`src/rtl/arb_pkg.sv`:
```
// rtl/arb_pkg.sv - shared types and defaults for the cost/neighbour memory arbiter
//
// Purpose : default widths, arbiter state encoding, owner encoding and the
//           state-to-owner helper used by mem_arbiter.
// Ports   : none (package)
package arb_pkg;

  localparam int DEF_ADDR_W   = 11;
  localparam int DEF_WORD_W   = 16;
  localparam int DEF_MAX_HOLD = 1024;

  typedef enum logic [1:0] {
    IDLE  = 2'd0,
    OWN_A = 2'd1,
    OWN_B = 2'd2
  } state_t;

  typedef enum logic [1:0] {
    OWNER_NONE = 2'd0,
    OWNER_A    = 2'd1,
    OWNER_B    = 2'd2
  } owner_t;

  function automatic owner_t state_owner(input state_t s);
    case (s)
      OWN_A:   return OWNER_A;
      OWN_B:   return OWNER_B;
      default: return OWNER_NONE;
    endcase
  endfunction

endpackage

```
`src/rtl/arb_hold_timer.sv`:
```
// rtl/arb_hold_timer.sv - hold counter flagging the last permitted owned cycle
//
// Purpose : counts cycles spent in an owned state; expired is high during the
//           MAX_HOLD-th consecutive owned cycle.
// Ports   : clock   - system clock, rising edge
//           rst     - asynchronous active-high reset
//           clear   - zero the counter at the next edge (entry to a new owner)
//           enable  - advance the counter at the next edge
//           expired - counter has reached MAX_HOLD-1
module arb_hold_timer #(
  parameter int MAX_HOLD = 1024
) (
  input  logic clock,
  input  logic rst,
  input  logic clear,
  input  logic enable,
  output logic expired
);

  localparam int CNT_W = $clog2(MAX_HOLD);
  localparam logic [CNT_W-1:0] LAST = CNT_W'(MAX_HOLD - 1);

  logic [CNT_W-1:0] count;

  always_ff @(posedge clock or posedge rst) begin
    if (rst) begin
      count <= '0;
    end else if (clear) begin
      count <= '0;
    end else if (enable) begin
      count <= count + 1'b1;
    end
  end

  // The arbiter always leaves the owned state on expiry, so the counter
  // never needs to wrap past LAST.
  assign expired = (count == LAST);

endmodule

```
`src/rtl/mem_arbiter.sv`:
```
// rtl/mem_arbiter.sv - two-port lock/round-robin arbiter for the single-port neighbour memory
//
// Purpose : grants one requester at a time with hold-until-release locking,
//           round-robin tie-break and a hold timeout; muxes the owner onto the
//           memory and steers the 1-cycle-latency read data back to its issuer.
// Ports   : clock, rst                     - clock, asynchronous active-high reset
//           req_x/gnt_x                     - request held for a transaction / grant
//           addr_x/wr_en_x/wdata_x/rdata_x  - per-port memory access
//           timeout_x                       - one-cycle pulse when port x is revoked
//           mem_addr/mem_wr_en/mem_wdata    - to memory
//           mem_rdata                       - from memory (synchronous read)
//           busy                            - any grant active
//           grant_cnt_a/grant_cnt_b/timeout_cnt - saturating statistics,
//                                             present only with ARB_STATS_EN
module mem_arbiter
  import arb_pkg::*;
#(
  parameter int ADDR_W   = DEF_ADDR_W,
  parameter int WORD_W   = DEF_WORD_W,
  parameter int MAX_HOLD = DEF_MAX_HOLD
) (
  input  logic              clock,
  input  logic              rst,
  input  logic              req_a,
  output logic              gnt_a,
  input  logic [ADDR_W-1:0] addr_a,
  input  logic              wr_en_a,
  input  logic [WORD_W-1:0] wdata_a,
  output logic [WORD_W-1:0] rdata_a,
  output logic              timeout_a,
  input  logic              req_b,
  output logic              gnt_b,
  input  logic [ADDR_W-1:0] addr_b,
  input  logic              wr_en_b,
  input  logic [WORD_W-1:0] wdata_b,
  output logic [WORD_W-1:0] rdata_b,
  output logic              timeout_b,
  output logic [ADDR_W-1:0] mem_addr,
  output logic              mem_wr_en,
  output logic [WORD_W-1:0] mem_wdata,
  input  logic [WORD_W-1:0] mem_rdata,
`ifdef ARB_STATS_EN
  output logic [15:0]       grant_cnt_a,
  output logic [15:0]       grant_cnt_b,
  output logic [7:0]        timeout_cnt,
`endif
  output logic              busy
);

  state_t state, state_nx;
  owner_t last_owner, last_owner_nx;
  owner_t owner_d;
  logic   lock_a, lock_b;
  logic   revoke_a, revoke_b;
  logic   elig_a, elig_b;
  logic   hold_expired;
  logic   timer_clear, timer_en;

  assign elig_a = req_a & ~lock_a;
  assign elig_b = req_b & ~lock_b;

  always_comb begin
    state_nx      = state;
    last_owner_nx = last_owner;
    revoke_a      = 1'b0;
    revoke_b      = 1'b0;
    case (state)
      IDLE: begin
        if (elig_a && elig_b) begin
          state_nx = (last_owner == OWNER_A) ? OWN_B : OWN_A;
        end else if (elig_a) begin
          state_nx = OWN_A;
        end else if (elig_b) begin
          state_nx = OWN_B;
        end
      end
      OWN_A: begin
        // Release takes priority: expiry with req already low is not a timeout.
        if (!req_a || hold_expired) begin
          revoke_a      = req_a;
          last_owner_nx = OWNER_A;
          state_nx      = elig_b ? OWN_B : IDLE;
        end
      end
      OWN_B: begin
        if (!req_b || hold_expired) begin
          revoke_b      = req_b;
          last_owner_nx = OWNER_B;
          state_nx      = elig_a ? OWN_A : IDLE;
        end
      end
      default: state_nx = IDLE;
    endcase
  end

  // Any state change is either an entry to a new owner or a drop to IDLE;
  // clearing on both keeps the counter fresh for the next entry.
  assign timer_clear = (state_nx != state);
  assign timer_en    = (state != IDLE);

  arb_hold_timer #(
    .MAX_HOLD (MAX_HOLD)
  ) u_hold_timer (
    .clock   (clock),
    .rst     (rst),
    .clear   (timer_clear),
    .enable  (timer_en),
    .expired (hold_expired)
  );

  always_ff @(posedge clock or posedge rst) begin
    if (rst) begin
      state      <= IDLE;
      last_owner <= OWNER_B;
      owner_d    <= OWNER_NONE;
      lock_a     <= 1'b0;
      lock_b     <= 1'b0;
      timeout_a  <= 1'b0;
      timeout_b  <= 1'b0;
    end else begin
      state      <= state_nx;
      last_owner <= last_owner_nx;
      owner_d    <= state_owner(state);
      timeout_a  <= revoke_a;
      timeout_b  <= revoke_b;
      // A timed-out port stays locked until it is seen with req low.
      if (revoke_a)    lock_a <= 1'b1;
      else if (!req_a) lock_a <= 1'b0;
      if (revoke_b)    lock_b <= 1'b1;
      else if (!req_b) lock_b <= 1'b0;
    end
  end

  assign gnt_a = (state == OWN_A);
  assign gnt_b = (state == OWN_B);
  assign busy  = gnt_a | gnt_b;

  always_comb begin
    mem_addr  = '0;
    mem_wdata = '0;
    mem_wr_en = 1'b0;
    if (gnt_a) begin
      mem_addr  = addr_a;
      mem_wdata = wdata_a;
      mem_wr_en = wr_en_a;
    end else if (gnt_b) begin
      mem_addr  = addr_b;
      mem_wdata = wdata_b;
      mem_wr_en = wr_en_b;
    end
  end

  // Read data belongs to whoever owned the memory on the issuing cycle.
  assign rdata_a = (owner_d == OWNER_A) ? mem_rdata : '0;
  assign rdata_b = (owner_d == OWNER_B) ? mem_rdata : '0;

`ifdef ARB_STATS_EN
  logic enter_a, enter_b;

  assign enter_a = (state_nx == OWN_A) && (state != OWN_A);
  assign enter_b = (state_nx == OWN_B) && (state != OWN_B);

  always_ff @(posedge clock or posedge rst) begin
    if (rst) begin
      grant_cnt_a <= '0;
      grant_cnt_b <= '0;
      timeout_cnt <= '0;
    end else begin
      if (enter_a && (grant_cnt_a != 16'hFFFF)) grant_cnt_a <= grant_cnt_a + 16'd1;
      if (enter_b && (grant_cnt_b != 16'hFFFF)) grant_cnt_b <= grant_cnt_b + 16'd1;
      if ((revoke_a || revoke_b) && (timeout_cnt != 8'hFF)) timeout_cnt <= timeout_cnt + 8'd1;
    end
  end
`endif

endmodule

```
`config.mk`:
```
export PLATFORM = sky130hd
export DESIGN_NAME = mem_arbiter
export DESIGN_NICKNAME = d
export VERILOG_FILES = /design/src/rtl/arb_pkg.sv /design/src/rtl/arb_hold_timer.sv /design/src/rtl/mem_arbiter.sv
export SDC_FILE = /design/constraint.sdc
export NUM_CORES = 1
export LEC_CHECK = 0
export ABC_AREA = 1
export BUFFER_PORTS_ARGS = -buffer_cell sky130_fd_sc_hd__buf_2
export CORE_MARGIN = 10
export CORE_UTILIZATION = 39
export DETAILED_ROUTE_END_ITERATION = 16
export PLACE_DENSITY = 0.82
export SLEW_MARGIN = 25
export SYNTH_ARGS = -nofsm -noshare
export SYNTH_HDL_FRONTEND = slang
export SYNTH_SLANG_ARGS = --single-unit
```
`constraint.sdc`:
```
create_clock -name clock -period 2.2 [get_ports clock]
set_input_delay 0.44 -clock clock [delete_from_list [all_inputs] [get_ports clock]]
set_output_delay 0.44 -clock clock [all_outputs]
set_load 0.02 [all_outputs]
```
Word level (Yosys, flattened, before mapping). Cells that the tools add are included.

Register bits after elaboration: 20. Bits of input ports: 76. Output and inout bits: 65. Logic and storage cells: 66.

$add $sub $neg: 1. Equality and inequality tests: 11. Mux-type cells: 31. Bitwise gates (word level): 5. Reductions and logical operators: 10.

Operators with widths (count): $mux W16 (4); $mux W11 (2); $mux W10 (2); $mux W2 (9); $mux W1 (11); $add A10 B1 Y10 const B (1); $eq A10 B10 Y1 const B (1); $ne A2 B1 Y1 const B (4); $pmux W2 S2 (2); $eq A2 B1 Y1 const B (3); $pmux W2 S3 (1); $reduce_bool A2 Y1 (3); $eq A2 B2 Y1 const B (2); $reduce_and A3 Y1 (1); $and A1 B1 Y1 (2); $logic_not A1 Y1 (2); $logic_not A2 Y1 (1); $logic_or A1 B1 Y1 (2); $ne A2 B2 Y1 (1); $not A1 Y1 (2); $logic_and A1 B1 Y1 (1); $or A1 B1 Y1 (1).

Logic depth before layout (Yosys ltp).
Depth in word-level cells: 8. Gate-level depth with buffers: 12. Depth with buffers taken out: 12.

Modules after synthesis. A second synthesis with hierarchy kept.

Cells, all modules: 294. Area total of the unflattened synthesis: 1749.2 µm².

Modules (own cells, without submodules): mem_arbiter (times used 1, cells each 220, area each 1169.9 µm²); arb_hold_timer (times used 1, cells each 74, area each 579.3 µm²).

Worst setup path before layout. OpenSTA, ideal clock, no wires.

Kind: register -> output. Start: register state[0]. End: output port mem_addr[0]. Data arrival time: 1.727 ns. Data required time: 1.760 ns. Slack: 0.033 ns. Stages on the path, launching flop included: 7. Buffers on the path: 2. Cells stage by stage: dfrtp_1 inv_1 ha_1 buf_1 buf_1 nand3_1 nand2_1.

Cells in the longest elaborated chain, start to end: 3. Elaborated cells on any way between the ends: 4. Those cells by class: eq/ne: 2; mux: 2.

RTL lines: start, declared (RTL line mem_arbiter.sv:50) `state_t state, state_nx;`; start signal, assigned (RTL line mem_arbiter.sv:121) `state <= state_nx;`; $eq A2 B2 Y1 (RTL line mem_arbiter.sv:135) `assign gnt_b = (state == OWN_B);`; named net gnt_b (RTL line mem_arbiter.sv:32) `output logic gnt_b,`; $mux W11 (RTL line mem_arbiter.sv:146) `end else if (gnt_b) begin`; $mux W11 (RTL line mem_arbiter.sv:142) `if (gnt_a) begin`; end, declared (RTL line mem_arbiter.sv:38) `output logic [ADDR_W-1:0] mem_addr,`.

The timed path passes the listed nets, and every way through them passes these cells.

Final worst setup path.
Start: register state[0]. End: output port mem_addr[0].

Cells in the longest elaborated chain, start to end: 3. Elaborated cells on any way between the ends: 4. Those cells by class: eq/ne: 2; mux: 2.

RTL lines (RTL line): $eq A2 B2 Y1 (mem_arbiter.sv:135); $mux W11 (mem_arbiter.sv:146); $mux W11 (*) (mem_arbiter.sv:142).

Mark *: on every way between the ends. The rest lies on a longest branch, timed or not.

==> impl_metrics.yaml <==
cts:
  clk_latency_ns: 0.26
  cts.sinks: 20
  post_cts_resized: 0
  postCtsHoldBufs: 0
  cts-root-buf: "clkbuf_8"
  cts_buffer_depth: 2
  tritoncts: "yes"
  numCtsBuffers: 3
  postCtsSetupBuffers: 0
  path_clk_slew_ns: 0.07
  htreeDepth: 1
global_routing:
  antenna_found_initial: 0
  grt_pass1_vias: 2076
  grt_max_degree: 30
  grt_pass1_wl_mm: 9.86
  grt-ovfl-total: 0
  grtUsageTotal: 0.160
floorplan:
  initial_utilization: 0.408
  die_w_um: 85.2
  fp.dieH_um: 85.2
  io-pin-count: 141
  num_rows: 23
  die_area_um2: 7250
  fp.coreArea_um2: 4060
final_layout:
  syn_to_final_growth_pct: 49.3
  nets: 493
  final.fill_count: 378
  diodes: 0
  drive_above_1_share: 0.392
synthesis:
  synth_fp_nets: 356
  syn_inst: 275
  ys_seq_area_frac: 0.303
  synth-seq-cells: 20
  synth_warnings: 0
  yosys.cell_types.count: 21
  syn_area_per_cell_um2: 6.02
  netlist_area_um2: 1660
drt:
  drt_first_pass_iters: 4
  ant_nets: 0
  routed_wl_mm: 6.24
  vias: 2174
  wire_per_inst_um: 13.5
  drt-initial-drc-count: 82
  wl_met1_mm: 2.38
  drt_drc_violations_left: 0
  routed.top_layer: "met4"
  met3_length_um: 801
  via_per_inst: 4.72
  wl_met2_mm: 2.95
critical_path:
  worstPathRequired_ns: 1.76
  crit_slowest_cell: "dfrtp_1"
  path_cells: "inv_1 > ha_1 > buf_4 > nand3_1 > nand2_1 > buf_2"
  path_max_fanout: 21
  crit_path_end_kind: "output port"
  r2r-end: "u_hold_timer.count[4]"
  reg2reg_setup_slack_ns: 0.27
  r2r_start: "state[0]"
  critPathMaxStageDelay_ns: 0.44
  worstRegToRegCells: 12
  path_buf_inv: 3
  critical_path.top_delay_family: "buffers and inverters"
  worstSetupStartpointType: "register"
  worstPathArrival_ns: 1.61
  critPathKind: "reg2out"
outcome:
  outcome: "completed"
sta:
  drv_slew: 0
  finalCritPeriodShare: 0.934
  hold_viol_final: 0
  tns_ns: 0
  final-setup-viol-count: 0
  max_freq_mhz: 487
  skew_ns: 0.00223
  tightest_slew_ns: 0.768
  relSlewSlack: 0.487
  period_needed_ns: 2.05
  rsz0062_at_grt: "false"
placement:
  dp_hpwl_mm: 5.22
  place.gp.congestion: 0.908
  port_buffers: 140
pwr:
  power.total_uw: 2660
  power.density_nw_per_um2: 1080
  p_leak_uw: 0.00161
  irDropWorstVdd_v: 0.000603
hold_path:
  hold_path_class: "in2async"
job:
  max_cap_viol_count: 0
[flip-flops by register name (all words and copies together) (netlist names)]
signal and cells:
timeout_b 1, state 2, lock_a 1, last_owner 2, timeout_a 1, u_hold_timer.count 10
lock_b 1, owner_d 2
[area by class of cell]
cell class | instances | area (µm²) | share of cell area
Clock buffer | 4 | 45.0 | 0.0182
Inverter | 35 | 131 | 0.0531
Timing Repair Buffer | 144 | 751 | 0.303
Tap cell | 50 | 62.6 | 0.0253
Multi-Input combinational cell | 208 | 981 | 0.397
Sequential cell | 20 | 503 | 0.203
[metrics by stage]
| step | cell area, µm² | hold slack (ns) | utilization | worst slack (ns) | std cells |
|---|---|---|---|---|---|
| 3_5_place_dp | 2400 | 0.478 | 0.593 | 0.306 | 457 |
| 6_report | 2470 | 0.303 | 0.610 | 0.146 | 461 |
| 4_1_cts | 2450 | 0.323 | 0.604 | 0.0254 | 461 |
| 2_1_floorplan | 1660 | 0.403 | - | 0.0332 | 275 |
| 3_3_place_gp | 2400 | 0.467 | 0.593 | 0.337 | 457 |
| 5_1_grt | 2470 | 0.362 | 0.610 | 0.0246 | 461 |
[per-layer routing]
metal / vias up / track usage
met5: - / 0
met1: 937 / 0.170
li1: 1105 / -
met4: 0 / 0.0479
met2: 121 / 0.275
met3: 11 / 0.0755
[how the worst max path moves through the flow]
stage,end,cells past startpoint,from
final,mem_addr[0],6,state[0]
after global routing,mem_wdata[11],6,state[0]
after CTS,mem_wdata[14],7,state[1]
after detailed placement,u_hold_timer.count[4],12,state[1]
after global placement,u_hold_timer.count[1],12,state[0]
after floorplan,mem_addr[0],6,state[0]
[kinds of logic after synthesis]
| kind of cell | Yosys count | share of synthesized area |
|---|---|---|
| mux | 1 | 0.00604 |
| fa+ha+maj | 5 | 0.0378 |
| simple gates | 189 | 0.489 |
| buf+inv | 47 | 0.106 |
| compound gates | 5 | 0.0151 |
| flops | 20 | 0.303 |
| xor+xnor | 8 | 0.0423 |
[synth_stat cells]
cell	n	share of area
nand2_1	89	0.20
nor2_1	47	0.11
nand3_1	39	0.12
inv_1	35	0.079
dfrtp_1	19	0.29
clkbuf_1	9	0.020
xor2_1	8	0.042
ha_1	5	0.038
nor2_2	4	0.015
o21ai_0	4	0.012
buf_1	3	0.0068
nand2_2	2	0.0076
nand3_2	2	0.012
nand4_1	2	0.0076
a21oi_1	1	0.0030
dfstp_2	1	0.016
mux2i_1	1	0.0060
nand2_4	1	0.0068
nor2_4	1	0.0068
or2_1	1	0.0038
or2_2	1	0.0038
[where the power goes]
group / total, µW / internal [µW] / leakage, µW / switching [µW]
combinational: 1930 / 616 / 0.00132 / 1320
clock: 251 / 129 / 0.0000228 / 122
sequential: 477 / 432 / 0.000267 / 45.2
[cell usage in the layout (no fill, tap or decap), types with 2 or more instances in the layout]
cell	instances
nand2_2	2
o21ai_0	4
inv_1	35
clkbuf_8	3
nand3_1	39
buf_2	140
dfrtp_1	18
xor2_1	8
nor2_1	47
nand2_1	89
nand4_1	2
nor2_2	4
ha_1	4
buf_4	2
nand3_2	2
Note: power is estimated with default switching activity, not from simulation.
